===== src/rtl/updown_counter_pkg.sv =====
// Shared types and constants for the bounded up/down counter.
//   mode_e  : counting mode encoding (matches the 2-bit mode port)
//   DIR_UP / DIR_DOWN : encoding of the dir output
package updown_counter_pkg;

  typedef enum logic [1:0] {
    MODE_UP     = 2'b00,
    MODE_DOWN   = 2'b01,
    MODE_BOUNCE = 2'b10,
    MODE_HOLD   = 2'b11
  } mode_e;

  localparam logic DIR_UP   = 1'b0;
  localparam logic DIR_DOWN = 1'b1;

endpackage : updown_counter_pkg


===== src/rtl/bounded_step.sv =====
// Clamped step arithmetic and range check for the bounded counter.
//   count, step, min_val, max_val : current value, step (0 means 1), bounds
//   up_next  : min(count + step, max_val), computed without modular wrap
//   dn_next  : max(count - step, min_val), computed without modular wrap
//   in_range : min_val <= count <= max_val
module bounded_step #(
  parameter int unsigned WIDTH = 4
) (
  input  logic [WIDTH-1:0] count,
  input  logic [WIDTH-1:0] step,
  input  logic [WIDTH-1:0] min_val,
  input  logic [WIDTH-1:0] max_val,
  output logic [WIDTH-1:0] up_next,
  output logic [WIDTH-1:0] dn_next,
  output logic             in_range
);

  localparam int unsigned EW = WIDTH + 1;

  logic [WIDTH-1:0] step_eff;
  logic [EW-1:0]    up_sum;
  logic [EW-1:0]    dn_diff;

  assign step_eff = (step == '0) ? WIDTH'(1) : step;

  // One extra bit carries the overflow/borrow so clamping sees the true result.
  assign up_sum  = {1'b0, count} + {1'b0, step_eff};
  assign dn_diff = {1'b0, count} - {1'b0, step_eff};

  assign up_next = (up_sum > {1'b0, max_val}) ? max_val : up_sum[WIDTH-1:0];
  assign dn_next = (dn_diff[WIDTH] || (dn_diff[WIDTH-1:0] < min_val))
                   ? min_val : dn_diff[WIDTH-1:0];

  assign in_range = (count >= min_val) && (count <= max_val);

endmodule : bounded_step


===== src/rtl/updown_counter_param.sv =====
// Parametrised bounded up/down counter (sweep / sequence generator).
//   clock, resert      : rising-edge clock, synchronous active-high reset
//   en, mode, load     : count enable, counting mode, parallel load strobe
//   load_val           : value loaded (clamped into bounds) when load=1
//   min_val, max_val   : inclusive runtime bounds
//   step               : increment magnitude, 0 treated as 1
//   count, dir, tc     : registered count, direction, terminal-count pulse
//   at_min, at_max     : combinational boundary flags
//   cfg_err            : combinational, min_val > max_val (counter holds)
module updown_counter_param
  import updown_counter_pkg::*;
#(
  parameter int unsigned WIDTH = 4,
  parameter bit          DWELL = 1'b1
) (
  input  logic             clock,
  input  logic             resert,
  input  logic             en,
  input  logic [1:0]       mode,
  input  logic             load,
  input  logic [WIDTH-1:0] load_val,
  input  logic [WIDTH-1:0] min_val,
  input  logic [WIDTH-1:0] max_val,
  input  logic [WIDTH-1:0] step,
  output logic [WIDTH-1:0] count,
  output logic             dir,
  output logic             at_min,
  output logic             at_max,
  output logic             tc,
  output logic             cfg_err
);

  mode_e            mode_s;
  logic [WIDTH-1:0] up_next;
  logic [WIDTH-1:0] dn_next;
  logic             in_range;
  logic [WIDTH-1:0] load_clamped;
  logic             eff_dir;

  logic [WIDTH-1:0] count_nxt;
  logic             dir_nxt;
  logic             tc_nxt;

  assign mode_s  = mode_e'(mode);
  assign at_min  = (count == min_val);
  assign at_max  = (count == max_val);
  assign cfg_err = (min_val > max_val);

  assign load_clamped = (load_val < min_val) ? min_val :
                        (load_val > max_val) ? max_val : load_val;

  // Direction used to pick the recovery endpoint when count is out of bounds.
  always_comb begin
    eff_dir = dir;
    case (mode_s)
      MODE_UP:   eff_dir = DIR_UP;
      MODE_DOWN: eff_dir = DIR_DOWN;
      default:   eff_dir = dir;
    endcase
  end

  bounded_step #(.WIDTH(WIDTH)) u_step (
    .count    (count),
    .step     (step),
    .min_val  (min_val),
    .max_val  (max_val),
    .up_next  (up_next),
    .dn_next  (dn_next),
    .in_range (in_range)
  );

  // Next-state: cfg_err > load > enable > mode.
  always_comb begin
    count_nxt = count;
    dir_nxt   = dir;
    tc_nxt    = 1'b0;
    if (cfg_err) begin
      count_nxt = count;
    end else if (load) begin
      count_nxt = load_clamped;
    end else if (!en) begin
      count_nxt = count;
    end else if (mode_s != MODE_HOLD && !in_range) begin
      count_nxt = (eff_dir == DIR_UP) ? min_val : max_val;
      dir_nxt   = eff_dir;
    end else begin
      case (mode_s)
        MODE_UP: begin
          dir_nxt = DIR_UP;
          if (count == max_val) begin
            count_nxt = min_val;
            tc_nxt    = 1'b1;
          end else begin
            count_nxt = up_next;
          end
        end
        MODE_DOWN: begin
          dir_nxt = DIR_DOWN;
          if (count == min_val) begin
            count_nxt = max_val;
            tc_nxt    = 1'b1;
          end else begin
            count_nxt = dn_next;
          end
        end
        MODE_BOUNCE: begin
          if (dir == DIR_UP) begin
            if (count == max_val) begin
              dir_nxt   = DIR_DOWN;
              tc_nxt    = 1'b1;
              count_nxt = DWELL ? count : dn_next;
            end else begin
              count_nxt = up_next;
            end
          end else begin
            if (count == min_val) begin
              dir_nxt   = DIR_UP;
              tc_nxt    = 1'b1;
              count_nxt = DWELL ? count : up_next;
            end else begin
              count_nxt = dn_next;
            end
          end
        end
        default: begin
          count_nxt = count;
        end
      endcase
    end
  end

  // State register with synchronous reset to the lower bound.
  always_ff @(posedge clock) begin
    if (resert) begin
      count <= min_val;
      dir   <= DIR_UP;
      tc    <= 1'b0;
    end else begin
      count <= count_nxt;
      dir   <= dir_nxt;
      tc    <= tc_nxt;
    end
  end

endmodule : updown_counter_param


===== config.mk =====
export PLATFORM = sky130hd
export DESIGN_NAME = updown_counter_param
export DESIGN_NICKNAME = d
export VERILOG_FILES = /design/src/rtl/updown_counter_pkg.sv /design/src/rtl/bounded_step.sv /design/src/rtl/updown_counter_param.sv
export SDC_FILE = /design/constraint.sdc
export NUM_CORES = 1
export LEC_CHECK = 0
export CAP_MARGIN = 20
export CORE_AREA = 5 5 98 54
export CTS_CLUSTER_SIZE = 10
export DETAILED_ROUTE_END_ITERATION = 8
export DIE_AREA = 0 0 103 59
export PLACE_DENSITY = 0.77
export RECOVER_POWER = 50
export SLEW_MARGIN = 40
export SYNTH_ARGS = -nofsm -noshare
export SYNTH_HDL_FRONTEND = slang
export SYNTH_SLANG_ARGS = --single-unit

===== constraint.sdc =====
create_clock -name clock -period 4.1 [get_ports clock]
set_clock_uncertainty 0.1 [all_clocks]
set_input_delay 1.23 -clock clock [delete_from_list [all_inputs] [get_ports clock]]
set_output_delay 1.23 -clock clock [all_outputs]
set_load 0.02 [all_outputs]

==> summary.txt <==
Synth
  – Dominant cells by area after synthesis: ha_1, edfxtp_1, inv_1
  – Synth cell types: 65
  – Yosys warning total: 0
  – Most common cell in the netlist: ha_1
  – Number of synthesized flops with an enable pin: 4
  – Post-Syn Nets: 327
  – Synth Instances: 264
  – Avg Synthesized Cell Area: 8.005 um2
  – Area leader, netlist: ha_1
  – Post-synthesis sequential area ratio: 7.578%
  – Synth top area share: 23.09%
  – Ys async rst share: 0%
  – Register bit total from synthesis: 6
  – Ys flop type: edfxtp_1
  – Netlist Area Pre-Place: 2113 um2
  – Commonest cells in the synthesized netlist: ha_1, inv_1, nand2_1

Global routing
  – Initial antenna violation count: 0
  – First-pass GRT wire length: 12070 um
  – Grt total ovfl: 0
  – Vias in the first global route: 2461
  – Overall Global Routing Usage: 25.55%
  – Met3 Use GR: 4.818%
  – Layer carrying the most global-route usage: met2
  – GR Layer Usage met2: 42.21%
  – Largest net degree at the start of global routing: 13
  – Met1 Use GR: 33.38%

STA
  – Final Slew Violations: 0
  – Finish-stage setup viols: 0
  – Setup TNS: 0 ns
  – Max Fclk: 0.2482 GHz
  – Tightest Pin Transition: 0.5658 ns
  – Hold slack final: 0.6302 ns
  – Crit share post-route: 98.25%
  – Hold Fails Final Rpt: 0
  – Fin crit period: 4.028 ns
  – Rel. slew slack: 61.20%

Setup path
  – CP max FO: 5
  – Kind of end point of the critical path: flop
  – Critical Path AT: 3.88 ns
  – CP Launch Type: primary input
  – CP required: 3.95 ns
  – Critical path class: in2reg

Drt
  – DRT iter0 DRCs: 230
  – DRT antenna net count: 0
  – Vias/cell: 6.146
  – Total number of vias: 2477
  – DR pass1 iterations: 6
  – Final WL: 7544 um
  – Drt wl/cell: 18.72 um
  – DRC viols: 0

Clock network
  – # clock sinks: 6
  – CTS buffer count: 3
  – Clock slew at reported path FFs: 0.03 ns
  – TritonCTS clock tree: built
  – H-tree levels: 1
  – Clock buffer depth: 2
  – Root Driver: clkbuf_8
  – Clock Latency Late Sink: 0.24 ns
  – Hold-fix buffers, CTS: 0

Placed design
  – # placed instances: 397
  – Routability cong.: 0.9790
  – Post-DP HPWL: 5877 um
  – Number of port buffers: 30

Floorplanning
  – I/O pins: 31
  – Die ar.: 6077 um2
  – # rows: 17
  – Die span in y: 59 um
  – Starting Density: 49.18%
  – Die W: 103 um
  – Core Region: 4297 um2

Cells and area
  – ANT cells: 0
  – Area Overhead vs Synth: 43.28%
  – Final cell count without fillers: 403
  – Nets@finish: 410
  – Final Core Density: 70.47%
  – Filler Cell Count: 346
  – Layout cells sized above 1: 32.08%

Hold path
  – Hold Crit Class: reg2reg

Pwr
  – Pwr Total: 1.155 mW
  – Power density cells: 381.6 nW/um2
  – Maximum VDD drop: 152.9 uV
  – Leak: 1.362 nW

Flow run
  – Maxcap violations: 0

Run status
  – Outcome: completed
## stage by stage
step / setup WS (ns) / area [um2]
floorplan: -0.001881 / 2135
global placement: -0.5221 / 2841
detailed placement: -0.6024 / 2841
CTS: 0.01457 / 2988
global route: -0.009820 / 3028
finish: 0.07170 / 3028
## sequential cells by signal, indices dropped and copies added, names as in the netlist
signal / cells
dir: 1
count: 4
tc: 1
## worst paths after layout
path	startpoint	end	slack, ns	cells after the start
setup reg to reg	count[1]	count[0]	0.72	13
hold reg to reg	dir	dir	0.63	2
hold / removal	dir	dir	0.63	2
setup / recovery	step[1]	count[0]	0.07	14
## cells in the final DEF, fill, tap and decap left out, drive strengths merged, types with 2 or more instances in the layout
master / count
o22ai: 2
nand2b: 3
nor3: 14
o21a: 9
buf: 59
nand2: 24
or2: 2
o211ai: 9
o311ai: 3
dfxtp: 2
o211a: 2
ha: 39
clkdlybuf4s50: 15
a211oi: 8
clkbuf: 8
fa: 2
o2111ai: 3
or3: 4
edfxtp: 4
o2111a: 2
dlygate4sd2: 2
a21o: 5
nor2b: 5
a21oi: 17
inv: 26
xor2: 2
a211o: 3
a21boi: 2
o21ai: 19
xnor2: 2
nor2: 8
and3: 2
a31oi: 2
nor3b: 3
nand4: 5
dlygate4sd3: 6
mux2i: 7
and4: 2
nand3: 3
## logic make-up (layout without fill, tap and decap cells)
| logic type | after synthesis | in the layout | share of synthesized area, % |
|---|---|---|---|
| DFF | 6 | 6 | 7.579 |
| AOI/OAI and AO/OA | 92 | 92 | 33.57 |
| adders and majority gates | 41 | 41 | 24.99 |
| muxes | 7 | 7 | 3.316 |
| and+or+nand+nor | 79 | 79 | 20.72 |
| xor gates and xnor gates | 4 | 4 | 1.658 |
| buffers and inverters | 35 | 117 | 8.170 |
## power breakdown
| group | total [mW] | switching, mW | internal, mW |
|---|---|---|---|
| clock | 0.0990 | 0.0316 | 0.0674 |
| combinational | 0.959 | 0.490 | 0.469 |
| sequential | 0.0975 | 0.0199 | 0.0775 |
| total | 1.16 | 0.542 | 0.614 |
## critical path: stages
cell	delay, ns
buf_2	0.11
inv_2	0.06
a31o_4	0.17
ha_1	0.17
inv_1	0.06
fa_1	0.40
xor2_1	0.21
ha_1	0.21
or3_1	0.38
o22ai_2	0.22
or3_1	0.14
a21oi_1	0.08
and4b_1	0.32
o211ai_2	0.11
## what timing repair did
action,in CTS,in global routing
endpoints found under the hold margin,0,0
endpoints found under the setup margin,7,7
buffers inserted,2,0
gates resized for setup,45,11
pin swaps,18,12
## routing by layer
metal	routed length [um]	vias up
li1	-	1159
met5	0	-
met1	3212	1168
met3	646	28
met4	206	0
met2	3478	122
## final cells by class
cell class | count | area [um2] | share of cell area (%)
clock buffer | 4 | 45.04 | 1.488
inverter | 27 | 102.6 | 3.388
timing repair buffer | 86 | 689.4 | 22.77
tap | 57 | 71.32 | 2.355
sequential | 6 | 160.2 | 5.289
multi-input combinational | 223 | 1959 | 64.71
Power figures use the tool's default switching activity.
